**src/rtl/ccd_fifo_read_arbiter.sv**
```systemverilog
// rtl/ccd_fifo_read_arbiter.sv - round-robin read scheduler merging NUM_FIFO FIFOs into one stream
//
// Purpose:
//   Watches the per-FIFO empty flags, issues at most one read enable per
//   cycle and merges the returned words into a single valid/ready stream.
//   Each word is tagged with the index of the FIFO it came from. A two-entry
//   output buffer with in-flight credit accounting keeps one word per cycle
//   flowing under back-pressure without ever overflowing.
//
// Ports:
//   rd_clk_i      single clock
//   rd_rst_i      synchronous active-high reset
//   arb_en_i      enables issuing new reads
//   skip_empty_i  1: grant first non-empty FIFO from ptr; 0: strict round-robin
//   empty_i       per-FIFO empty flags
//   rd_en_o       per-FIFO read enables (one-hot or all zero, combinational)
//   rd_data_i     per-FIFO read data, valid the cycle after rd_en_o
//   out_valid_o   head word available
//   out_ready_i   consumer accepts the head word
//   out_data_o    head word data
//   out_src_o     FIFO index of the head word
//   busy_o        block is not idle

module ccd_fifo_read_arbiter #(
  parameter int DATA_WIDTH = 16,
  parameter int NUM_FIFO   = 16,
  localparam int IW        = $clog2(NUM_FIFO)
) (
  input  logic                  rd_clk_i,
  input  logic                  rd_rst_i,
  input  logic                  arb_en_i,
  input  logic                  skip_empty_i,
  input  logic                  empty_i   [NUM_FIFO],
  output logic                  rd_en_o   [NUM_FIFO],
  input  logic [DATA_WIDTH-1:0] rd_data_i [NUM_FIFO],
  output logic                  out_valid_o,
  input  logic                  out_ready_i,
  output logic [DATA_WIDTH-1:0] out_data_o,
  output logic [IW-1:0]         out_src_o,
  output logic                  busy_o
);

  typedef enum logic [1:0] {
    ST_IDLE  = 2'd0,
    ST_RUN   = 2'd1,
    ST_DRAIN = 2'd2
  } state_e;

  state_e                state_q, state_d;
  logic [IW-1:0]         ptr_q, ptr_d;
  logic                  infl_q, infl_d;
  logic [IW-1:0]         infl_idx_q, infl_idx_d;
  logic [1:0]            cnt_q, cnt_d;
  logic [DATA_WIDTH-1:0] head_data_q, head_data_d;
  logic [IW-1:0]         head_src_q, head_src_d;
  logic [DATA_WIDTH-1:0] tail_data_q, tail_data_d;
  logic [IW-1:0]         tail_src_q, tail_src_d;

  logic                  grant_found;
  logic [IW-1:0]         grant_idx;
  logic [2:0]            occ;
  logic                  pop;
  logic                  issue;
  logic                  cap;
  logic [DATA_WIDTH-1:0] cap_data;

  // Grant search. In skip mode the first non-empty FIFO at or after ptr
  // wins; otherwise only FIFO ptr may be granted.
  always_comb begin : grant_search
    int idx;
    idx         = 0;
    grant_found = 1'b0;
    grant_idx   = ptr_q;
    if (skip_empty_i) begin
      for (int i = 0; i < NUM_FIFO; i++) begin
        idx = int'(ptr_q) + i;
        if (idx >= NUM_FIFO) idx = idx - NUM_FIFO;
        if (!grant_found && !empty_i[idx]) begin
          grant_found = 1'b1;
          grant_idx   = IW'(idx);
        end
      end
    end else begin
      grant_found = !empty_i[ptr_q];
    end
  end

  // Credit: buffered words plus the word in flight must leave room for the
  // word a new issue will return, after accounting for this cycle's pop.
  assign occ   = {1'b0, cnt_q} + {2'b00, infl_q};
  assign pop   = out_valid_o && out_ready_i;
  assign issue = (state_q == ST_RUN) && !rd_rst_i && grant_found &&
                 ((occ - {2'b00, pop}) < 3'd2);

  always_comb begin
    for (int k = 0; k < NUM_FIFO; k++) begin
      rd_en_o[k] = issue && (grant_idx == IW'(k));
    end
  end

  assign cap      = infl_q;
  assign cap_data = rd_data_i[infl_idx_q];

  always_comb begin
    ptr_d      = ptr_q;
    infl_d     = issue;
    infl_idx_d = infl_idx_q;
    if (issue) begin
      infl_idx_d = grant_idx;
      ptr_d      = (grant_idx == IW'(NUM_FIFO - 1)) ? '0 : grant_idx + 1'b1;
    end
  end

  // Two-entry buffer: head feeds the output, tail holds the second word.
  // A capture with a simultaneous pop lands the new word behind whatever
  // remains, so order is preserved and the count is unchanged.
  always_comb begin
    cnt_d       = cnt_q;
    head_data_d = head_data_q;
    head_src_d  = head_src_q;
    tail_data_d = tail_data_q;
    tail_src_d  = tail_src_q;
    case ({cap, pop})
      2'b10: begin
        cnt_d = cnt_q + 2'd1;
        if (cnt_q == 2'd0) begin
          head_data_d = cap_data;
          head_src_d  = infl_idx_q;
        end else begin
          tail_data_d = cap_data;
          tail_src_d  = infl_idx_q;
        end
      end
      2'b01: begin
        cnt_d       = cnt_q - 2'd1;
        head_data_d = tail_data_q;
        head_src_d  = tail_src_q;
      end
      2'b11: begin
        if (cnt_q == 2'd1) begin
          head_data_d = cap_data;
          head_src_d  = infl_idx_q;
        end else begin
          head_data_d = tail_data_q;
          head_src_d  = tail_src_q;
          tail_data_d = cap_data;
          tail_src_d  = infl_idx_q;
        end
      end
      default: ;
    endcase
  end

  always_comb begin
    state_d = state_q;
    case (state_q)
      ST_IDLE:  if (arb_en_i) state_d = ST_RUN;
      ST_RUN:   if (!arb_en_i) state_d = ST_DRAIN;
      ST_DRAIN: begin
        if (arb_en_i)         state_d = ST_RUN;
        else if (occ == 3'd0) state_d = ST_IDLE;
      end
      default:  state_d = ST_IDLE;
    endcase
  end

  always_ff @(posedge rd_clk_i) begin
    if (rd_rst_i) begin
      state_q     <= ST_IDLE;
      ptr_q       <= '0;
      infl_q      <= 1'b0;
      infl_idx_q  <= '0;
      cnt_q       <= 2'd0;
      head_data_q <= '0;
      head_src_q  <= '0;
      tail_data_q <= '0;
      tail_src_q  <= '0;
    end else begin
      state_q     <= state_d;
      ptr_q       <= ptr_d;
      infl_q      <= infl_d;
      infl_idx_q  <= infl_idx_d;
      cnt_q       <= cnt_d;
      head_data_q <= head_data_d;
      head_src_q  <= head_src_d;
      tail_data_q <= tail_data_d;
      tail_src_q  <= tail_src_d;
    end
  end

  assign out_valid_o = (cnt_q != 2'd0);
  assign out_data_o  = head_data_q;
  assign out_src_o   = head_src_q;
  assign busy_o      = (state_q != ST_IDLE);

endmodule

```
**config.mk**
```make
export PLATFORM = sky130hd
export DESIGN_NAME = ccd_fifo_read_arbiter
export DESIGN_NICKNAME = d
export VERILOG_FILES = /design/src/rtl/ccd_fifo_read_arbiter.sv
export SDC_FILE = /design/constraint.sdc
export NUM_CORES = 1
export LEC_CHECK = 0
export BUFFER_PORTS_ARGS = -buffer_cell sky130_fd_sc_hd__buf_2
export CAP_MARGIN = 10
export CORE_ASPECT_RATIO = 1.4
export CORE_MARGIN = 5
export CORE_UTILIZATION = 35
export CTS_BUF_LIST = sky130_fd_sc_hd__clkbuf_16
export CTS_CLUSTER_SIZE = 25
export DETAILED_ROUTE_END_ITERATION = 6
export GPL_TIMING_DRIVEN = 0
export PLACE_DENSITY_LB_ADDON = 0.15
export SLEW_MARGIN = 10
export SYNTH_ARGS = -nofsm -noshare
export SYNTH_HDL_FRONTEND = slang
export SYNTH_SLANG_ARGS = --single-unit
```
**constraint.sdc**
```tcl
create_clock -name rd_clk_i -period 6.8 [get_ports rd_clk_i]
set_clock_uncertainty 0.1 [all_clocks]
set_input_delay 1.02 -clock rd_clk_i [delete_from_list [all_inputs] [get_ports rd_clk_i]]
set_output_delay 1.02 -clock rd_clk_i [all_outputs]
set_load 0.1 [all_outputs]
```
### Word level (Yosys, flattened, before mapping)

Cells that the tools add are included.

* output and inout port bits: 38
* flip-flop bits (word level): 53
* logic and storage cells: 358
* input port bits: 277

* reduce and logical (&&, ||, !) cells: 79
* bitwise logic cells: 18
* mux-type cells: 154
* order comparisons: 35
* equality and inequality tests: 27
* $add $sub $neg: 36

Operators with widths (count)
* $mux W32: 32
* $ge A32 B5 Y1 const B: 16
* $not A32 Y32: 16
* $mux W16: 6
* $sub A5 B5 Y6 const B: 15
* $mux W4: 22
* $ge A5 B5 Y1 const B: 17
* $bmux W1 S4: 17
* $mux W1: 66
* $bmux W16 S4: 1
* $pmux W16 S3: 1
* $add A4 B4 Y5 const B: 8
* $logic_and A1 B1 Y1: 35
* $eq A4 B4 Y1 const B: 8
* $logic_not A1 Y1: 32
* $pmux W16 S2: 1
* $add A4 B3 Y5 const B: 4
* $eq A4 B3 Y1 const B: 4
* $pmux W4 S3: 1
* $add A4 B2 Y5 const B: 2
* $ne A2 B2 Y1 const B: 5
* $not A4 Y5: 2
* $eq A4 B2 Y1 const B: 2
* $mux W2: 4
* other kinds (23): 32

### Longest topological paths before layout

Gate-level depths: netlist (run 1).

* depth after elaboration: 72
* depth in mapped cells: 19
* depth with buffers taken out: 14

### Worst setup path before layout (run 1)

OpenSTA, ideal clock, no wires.

* kind: register to output
* from: reg ptr_q[1]
* to: out rd_en_o[12] in the netlist's numbering
* cell stages (with the launch flop): 20
* path buffers: 6
* required time: 5.680 ns
* arrival: 4.871 ns
* setup slack: 0.809 ns
* path through: dfxtp_1 -> buf_4 -> buf_8 -> clkbuf_1 -> inv_1 -> ha_1 -> buf_4 -> buf_4 -> mux4_1 -> mux2i_1 -> mux2i_2 -> and2_2 -> nand3_4 -> or2_2 -> buf_6 -> o31a_1 -> a211oi_2 -> nor2_4 -> nor2b_2 -> and3_1

RTL lines
* from (decl): line 50 `logic [IW-1:0] ptr_q, ptr_d;`
* from (signal assigned): line 180 `ptr_q <= ptr_d;`
* to (decl): line 34 `output logic rd_en_o [NUM_FIFO],`

==> results of run 1 <==
-- Yosys cell counts, types with 18 or more instances --
cell type | count | share of area
a222oi_1 | 20 | 0.028
o21ai_0 | 18 | 0.013
ha_1 | 19 | 0.033
nand2_1 | 70 | 0.037
mux4_2 | 101 | 0.32
nor3_1 | 34 | 0.024
inv_1 | 25 | 0.013
clkbuf_1 | 38 | 0.020
nor2_1 | 54 | 0.029
a21oi_1 | 37 | 0.026
dfxtp_1 | 53 | 0.15
mux2i_1 | 27 | 0.038
-- per-layer routing --
metal  wire length, µm  vias up  GRT usage
met4              1380        6     0.0961
li1                  -     3469          -
met5                34        -          0
met2             18800      445      0.558
met1             12100     3895      0.326
met3              3310       76     0.0752
-- through the flow --
stage	total power, W	hold slack, ns
2_1_floorplan	0.00255	0.336
3_3_place_gp	0.00332	0.341
3_5_place_dp	0.00331	0.348
4_1_cts	0.00359	0.358
5_1_grt	0.00384	0.375
6_report	0.00366	0.358
-- worst register-to-register path, stage by stage (launching register included) --
cell and delay [ns]:
dfxtp_1 0.45, buf_4 0.21, buf_8 0.21, inv_1 0.26, ha_1 0.37, buf_4 0.17
buf_4 0.20, mux4_1 0.38, inv_1 0.12, mux4_2 0.59, nor4_4 0.48, a21oi_1 0.12
o21ai_1 0.19, o31ai_1 0.11, o31ai_2 0.42, ha_2 0.35, xnor2_1 0.10, a211oi_2 0.23
-- layout make-up --
class / instances / area, µm² / area share
Clock buffer: 5 / 125 / 0.0136
Multi-Input combinational cell: 564 / 5630 / 0.612
Antenna cell: 3 / 7.51 / 0.000816
Buffer: 62 / 332 / 0.0360
Clock inverter: 3 / 21.3 / 0.00231
Tap cell: 252 / 315 / 0.0343
Timing Repair Buffer: 314 / 1610 / 0.175
Sequential cell: 53 / 1060 / 0.115
Inverter: 28 / 105 / 0.0114
-- state kept, by name, summed over array words and instances, names as in the netlist --
name and count:
out_data_o 16, infl_idx_q 4, ptr_q 4, cnt_q 2, cap 1, state_q 2, tail_src_q 4, out_src_o 4
tail_data_q 16
-- where the power goes --
part	internal [W]	leakage, nW	switching, W
registers	0.000391	0.432	0.0000513
clock network	0.000138	0.0702	0.000127
logic	0.00103	3.27	0.00193
total	0.00155	3.77	0.00210
-- kinds of logic (layout without fill, tap and decap cells) --
logic type	count (synthesis)	after routing
and+or+nand+nor	235	235
other	0	3
adders and majority gates	19	19
muxes	146	146
AOI/OAI and AO/OA	149	149
buffers and inverters	91	412
xor gates and xnor gates	15	15
DFF	53	53
-- path summary, 6_finish.rpt --
path            startpoint       endpoint  slack, ns  cells past startpoint
max               ptr_q[1]     rd_en_o[2]       0.18                     17
min          tail_src_q[2]  tail_src_q[2]       0.36                      2
max reg2reg       ptr_q[1]       ptr_q[2]       1.66                     17
min reg2reg  tail_src_q[2]  tail_src_q[2]       0.36                      2
-- what timing repair did --
item | 4_1_cts | 5_1_grt
hold buffers | 0 | 0
pin swaps | 0 | 1
endpoints found under the setup margin | 16 | 14
gates resized for setup | 1 | 18
buffers inserted | 0 | 1
==> results.txt, run 1 <==
detailed-route via count: 7,891
Initial DRC Count: 828
TritonCTS Buffers: 5
XOR/XNOR Fraction of Synth Area: 0.0206
Seq/Total Area, Yosys: 0.149
Die Span X: 130 µm
die height: 179 µm
final non-filler cell total: 1,284
drt drc: 3
post-synthesis adder-cell area fraction: 0.0335
commonest non-fill, non-tap cell in the layout: buf_2
Max Cap Viol: 0
Final ANT Viol Nets: 0
CP Cell Sequence: buf_4 -> buf_8 -> inv_1 -> ha_1 -> buf_4 -> mux4_2 -> o211ai_1 -> nand4_1 -> o21ai_0 -> a211oi_1 -> or4_1 -> a22oi_1 -> o31ai_2 -> inv_1 -> ha_1 -> and3_1 -> buf_2
# clock sinks: 53
CTS root buffer: clkbuf_16
Top-Level Pins: 315
final hold vios: 0
cell count after placement: 1,273
HPWL after detailed placement: 30,400 µm
wire length per cell: 27.8 µm
area delta synth->final: 29.6%
Max Root-Sink Buffers: 2
Largest delay share family, worst path: buffers and inverters
critical path peak fanout: 19
global-route wire length before repair: 50,600 µm
simple-gate portion of the synthesized area: 0.169
Crit-path slowest cell: mux4_2
FILL cells: 1,980
clk slew on worst S/H paths: 0.07 ns
peak supply drop: 0.000205 V
routability cong.: 1.02
Syn Std Cell Area: 0.00710 mm²
Worst EP required: 5.68 ns
max-slew violations: 0
Crit path buffers/inverters: 6
Layout Utilization: 0.462
Worst Hold Class: flop to flop
multiplexer share of the synthesized area: 0.404
largest family of logic cells by synthesized area: multiplexers
H-tree depth: 2
status: finished with violations
Arr. time, crit path: 5.50 ns
Least-Margin Pin Slew: 1.08 ns
power per cell area: 398 mW/mm²
drt pass-1 iters: 7
worst-skew pair later-pin latency: 0.31 ns
CP endpoint kind: output pin
Worst slew margin: 0.278
yosys warns: 0
most frequent cells in the layout: buf_2, mux4_2, nand2_1
antenna violations before repair: 8
Core ar.: 0.0199 mm²
Syn Nets: 1,004
GR Overflow Total: 0
Post-Syn Instances: 708
Achievable Freq: 0.151 GHz
failing checks: design-rule violations
flop and latch count out of synthesis: 53
Final Instance Area: 0.00920 mm²
fin crit share: 0.974
Tot GR Track Use: 0.299
Final Worst Setup Slack: 0.179 ns
share of layout cells above drive strength 1: 0.481
Finish-stage setup viols: 0
CTS tree: done
DR vias/cell: 6.15
Rows: 61
predominant post-synthesis flop cell: dfxtp_1
slowest stage delay, CP: 0.65 ns
setup TNS: 0 ns
die area: 0.0233 mm²
critical path class: flop to output pin
Leak: 3.77 nW
Compound-Gate Fraction of Synth Area: 0.162
initial core utilization: 0.356
largest net degree at the start of global routing: 20
vias in the first global route: 8,053
final wirelength: 35,700 µm
Netlist cell types: 86
Post-Syn Area per Cell: 10.0 µm²
number of flops mapped to enable cells by yosys: 0
FFs w/ async S/R, synth: 0
pre-CTS setup slack: -0.315 ns
DP Area: 0.00898 mm²
layout net count: 1,324
Tmin final: 6.62 ns
Setup crit start kind: flop
Buffers on Ports: 313
Note: power is estimated with default switching activity, not from simulation.
==> run 2, diff against run 1 <==
CAP_MARGIN = default   (was 10)
REMOVE_ABC_BUFFERS = 1   (was default)
==> results.txt, run 2 (same netlist as run 1, synthesis figures left out) <==
cell count after placement: 1,215 (-4.6%)
critical path class: flop to output pin
Sequential Power Share: 0.152 (+0.031)
Post CTS Setup Buffer Count: 0 (unchanged)
Worst slew margin: 0.192 (-0.0856)
CTS root buffer: clkbuf_16
Initial DRC Count: 596 (-28%)
Arr. time, crit path: 5.25 ns (-0.25 ns)
die area: 0.0233 mm² (unchanged)
most frequent cells in the layout: buf_2, mux4_2, nand2_1
most frequent CP cell: inv_1
setup TNS: 0 ns (unchanged)
Leak: 3.69 nW (-2.0%)
wire length per cell: 21.1 µm (-24%)
# clock sinks: 53 (unchanged)
Core ar.: 0.0199 mm² (unchanged)
Crit-path slowest cell: mux4_2
R2R Path Start: ptr_q[1]
TritonCTS Buffers: 5 (unchanged)
Least-Margin Pin Slew: 1.20 ns (+0.120 ns)
H-tree depth: 2 (unchanged)
Max Root-Sink Buffers: 2 (unchanged)
Buffers on Ports: 314 (+0.32%)
fin crit share: 0.937 (-0.0365)
detailed-route via count: 7,193 (-8.8%)
Die Span X: 130 µm (unchanged)
Finish-stage setup viols: 0 (unchanged)
Hold Crit Start: tail_src_q[3]
vias in the first global route: 7,461 (-7.4%)
Top-Level Pins: 315 (unchanged)
max-slew violations: 0 (unchanged)
Worst EP required: 5.68 ns (about the same)
Setup crit start kind: flop
antenna violations before repair: 5 (-3)
GR Overflow Total: 0 (unchanged)
Crit path buffers/inverters: 3 (-3)
Tot GR Track Use: 0.218 (-0.0811)
final hold vios: 0 (unchanged)
die height: 179 µm (unchanged)
share of layout cells above drive strength 1: 0.502 (+0.0205)
critical path peak fanout: 26 (+7)
CP endpoint kind: output pin
Gate power share: 0.765 (-0.042)
CTS tree: done
power per cell area: 384 mW/mm² (-3.5%)
Achievable Freq: 0.157 GHz (+3.9%)
area delta synth->final: 26.3%
Tmin final: 6.37 ns (-0.248 ns)
CTS Hold Buffers Added: 0 (unchanged)
DR vias/cell: 5.86 (-4.6%)
Worst Hold Class: flop to flop
Crit. Startpoint: ptr_q[1]
peak supply drop: 0.000200 V (-2.3%)
worst-skew pair later-pin latency: 0.29 ns (-0.02 ns)
internal power: 0.00153 W (-1.4%)
routability cong.: 0.965 (-5.4%)
layout net count: 1,266 (-4.4%)
largest net degree at the start of global routing: 65 (+230%)
Final ANT Viol Nets: 0 (unchanged)
failing checks: design-rule violations
Largest delay share family, worst path: simple AND/OR/NAND/NOR gates
drt pass-1 iters: 7 (unchanged)
switching power: 0.00191 W (-9.4%)
drt drc: 1 (-2)
final wirelength: 25,900 µm (-27%)
HPWL after detailed placement: 21,100 µm (-31%)
final non-filler cell total: 1,227 (-4.4%)
status: finished with violations
Max Cap Viol: 0 (unchanged)
Rows: 61 (unchanged)
global-route wire length before repair: 39,600 µm (-22%)
clock power share: 0.082 (+0.010)
initial core utilization: 0.356 (unchanged)
slowest stage delay, CP: 0.68 ns (+0.03 ns)
clk slew on worst S/H paths: 0.07 ns (about the same)
commonest non-fill, non-tap cell in the layout: buf_2
CP Cell Sequence: inv_1 -> ha_4 -> mux4_2 -> o211ai_1 -> nand4_1 -> and3_4 -> nor3b_1 -> or4_1 -> a22oi_1 -> o31ai_2 -> inv_1 -> ha_1 -> and3_1 -> buf_2
net switching share of the total power: 0.555 (-0.0207)
RSZ-0062 raised after global routing: false
## run 2: power groups by stage
stage	logic, W	registers, W	clock network [W]
CTS	0.00262	0.000525	0.000294
global route	0.00283	0.000542	0.000307
finish	0.00263	0.000523	0.000284
floorplan	0.00160	0.000888	0
detailed placement	0.00261	0.000529	0
global placement	0.00259	0.000562	0
## run 2: path summary, 6_finish.rpt
| path | end | slack, ns | cells after the start |
|---|---|---|---|
| setup reg to reg | ptr_q[2] | 1.89 | 13 |
| setup / recovery | rd_en_o[7] | 0.43 | 14 |
| hold reg to reg | tail_src_q[3] | 0.35 | 2 |
| hold / removal | tail_src_q[3] | 0.35 | 2 |
## run 2: metal layers
metal,vias to the layer above,routed length (µm),GRT usage
met3,47,1680,0.0386
met4,2,942,0.0931
met2,271,14200,0.407
li1,3347,-,-
met5,-,11,0
met1,3526,9150,0.237
## run 2: worst register-to-register path, delay by kind of cell, from the launching register on
family | cells | cell delay, ns
xor+xnor | 1 | 0.17
simple gates | 4 | 1.24
flops | 1 | 0.60
fa+ha+maj | 2 | 0.85
mux | 1 | 0.69
buf+inv | 1 | 0.31
compound gates | 4 | 0.88
## run 2: area by class of cell
cell class                      count  area (µm²)
Fill cell                        1997       11000
Multi-Input combinational cell    564        5640
Timing Repair Buffer              318        1650
Sequential cell                    53        1080
Tap cell                          252         315
Clock buffer                        5         125
Inverter                           28         105
Clock inverter                      3        38.8
Antenna cell                        4        10.0
## run 2: per-stage QoR
| stage | hold slack [ns] | instance area (µm²) | power (W) | worst slack, ns | utilization |
|---|---|---|---|---|---|
| 6_report | 0.354 | 8960 | 0.00344 | 0.427 | 0.450 |
| 5_1_grt | 0.366 | 8960 | 0.00368 | 0.0792 | 0.450 |
| 4_1_cts | 0.355 | 8930 | 0.00344 | 0.101 | 0.448 |
| 3_5_place_dp | 0.346 | 8750 | 0.00314 | -0.686 | 0.439 |
| 3_3_place_gp | 0.341 | 8650 | 0.00315 | -0.707 | 0.434 |
| 2_1_floorplan | 0.330 | 6760 | 0.00248 | 0.549 | - |
## run 2: timing repair
| action | 4_1_cts | 5_1_grt |
|---|---|---|
| pin swaps | 0 | 0 |
| resized for setup | 6 | 2 |
| setup endpoints to repair | 16 | 16 |
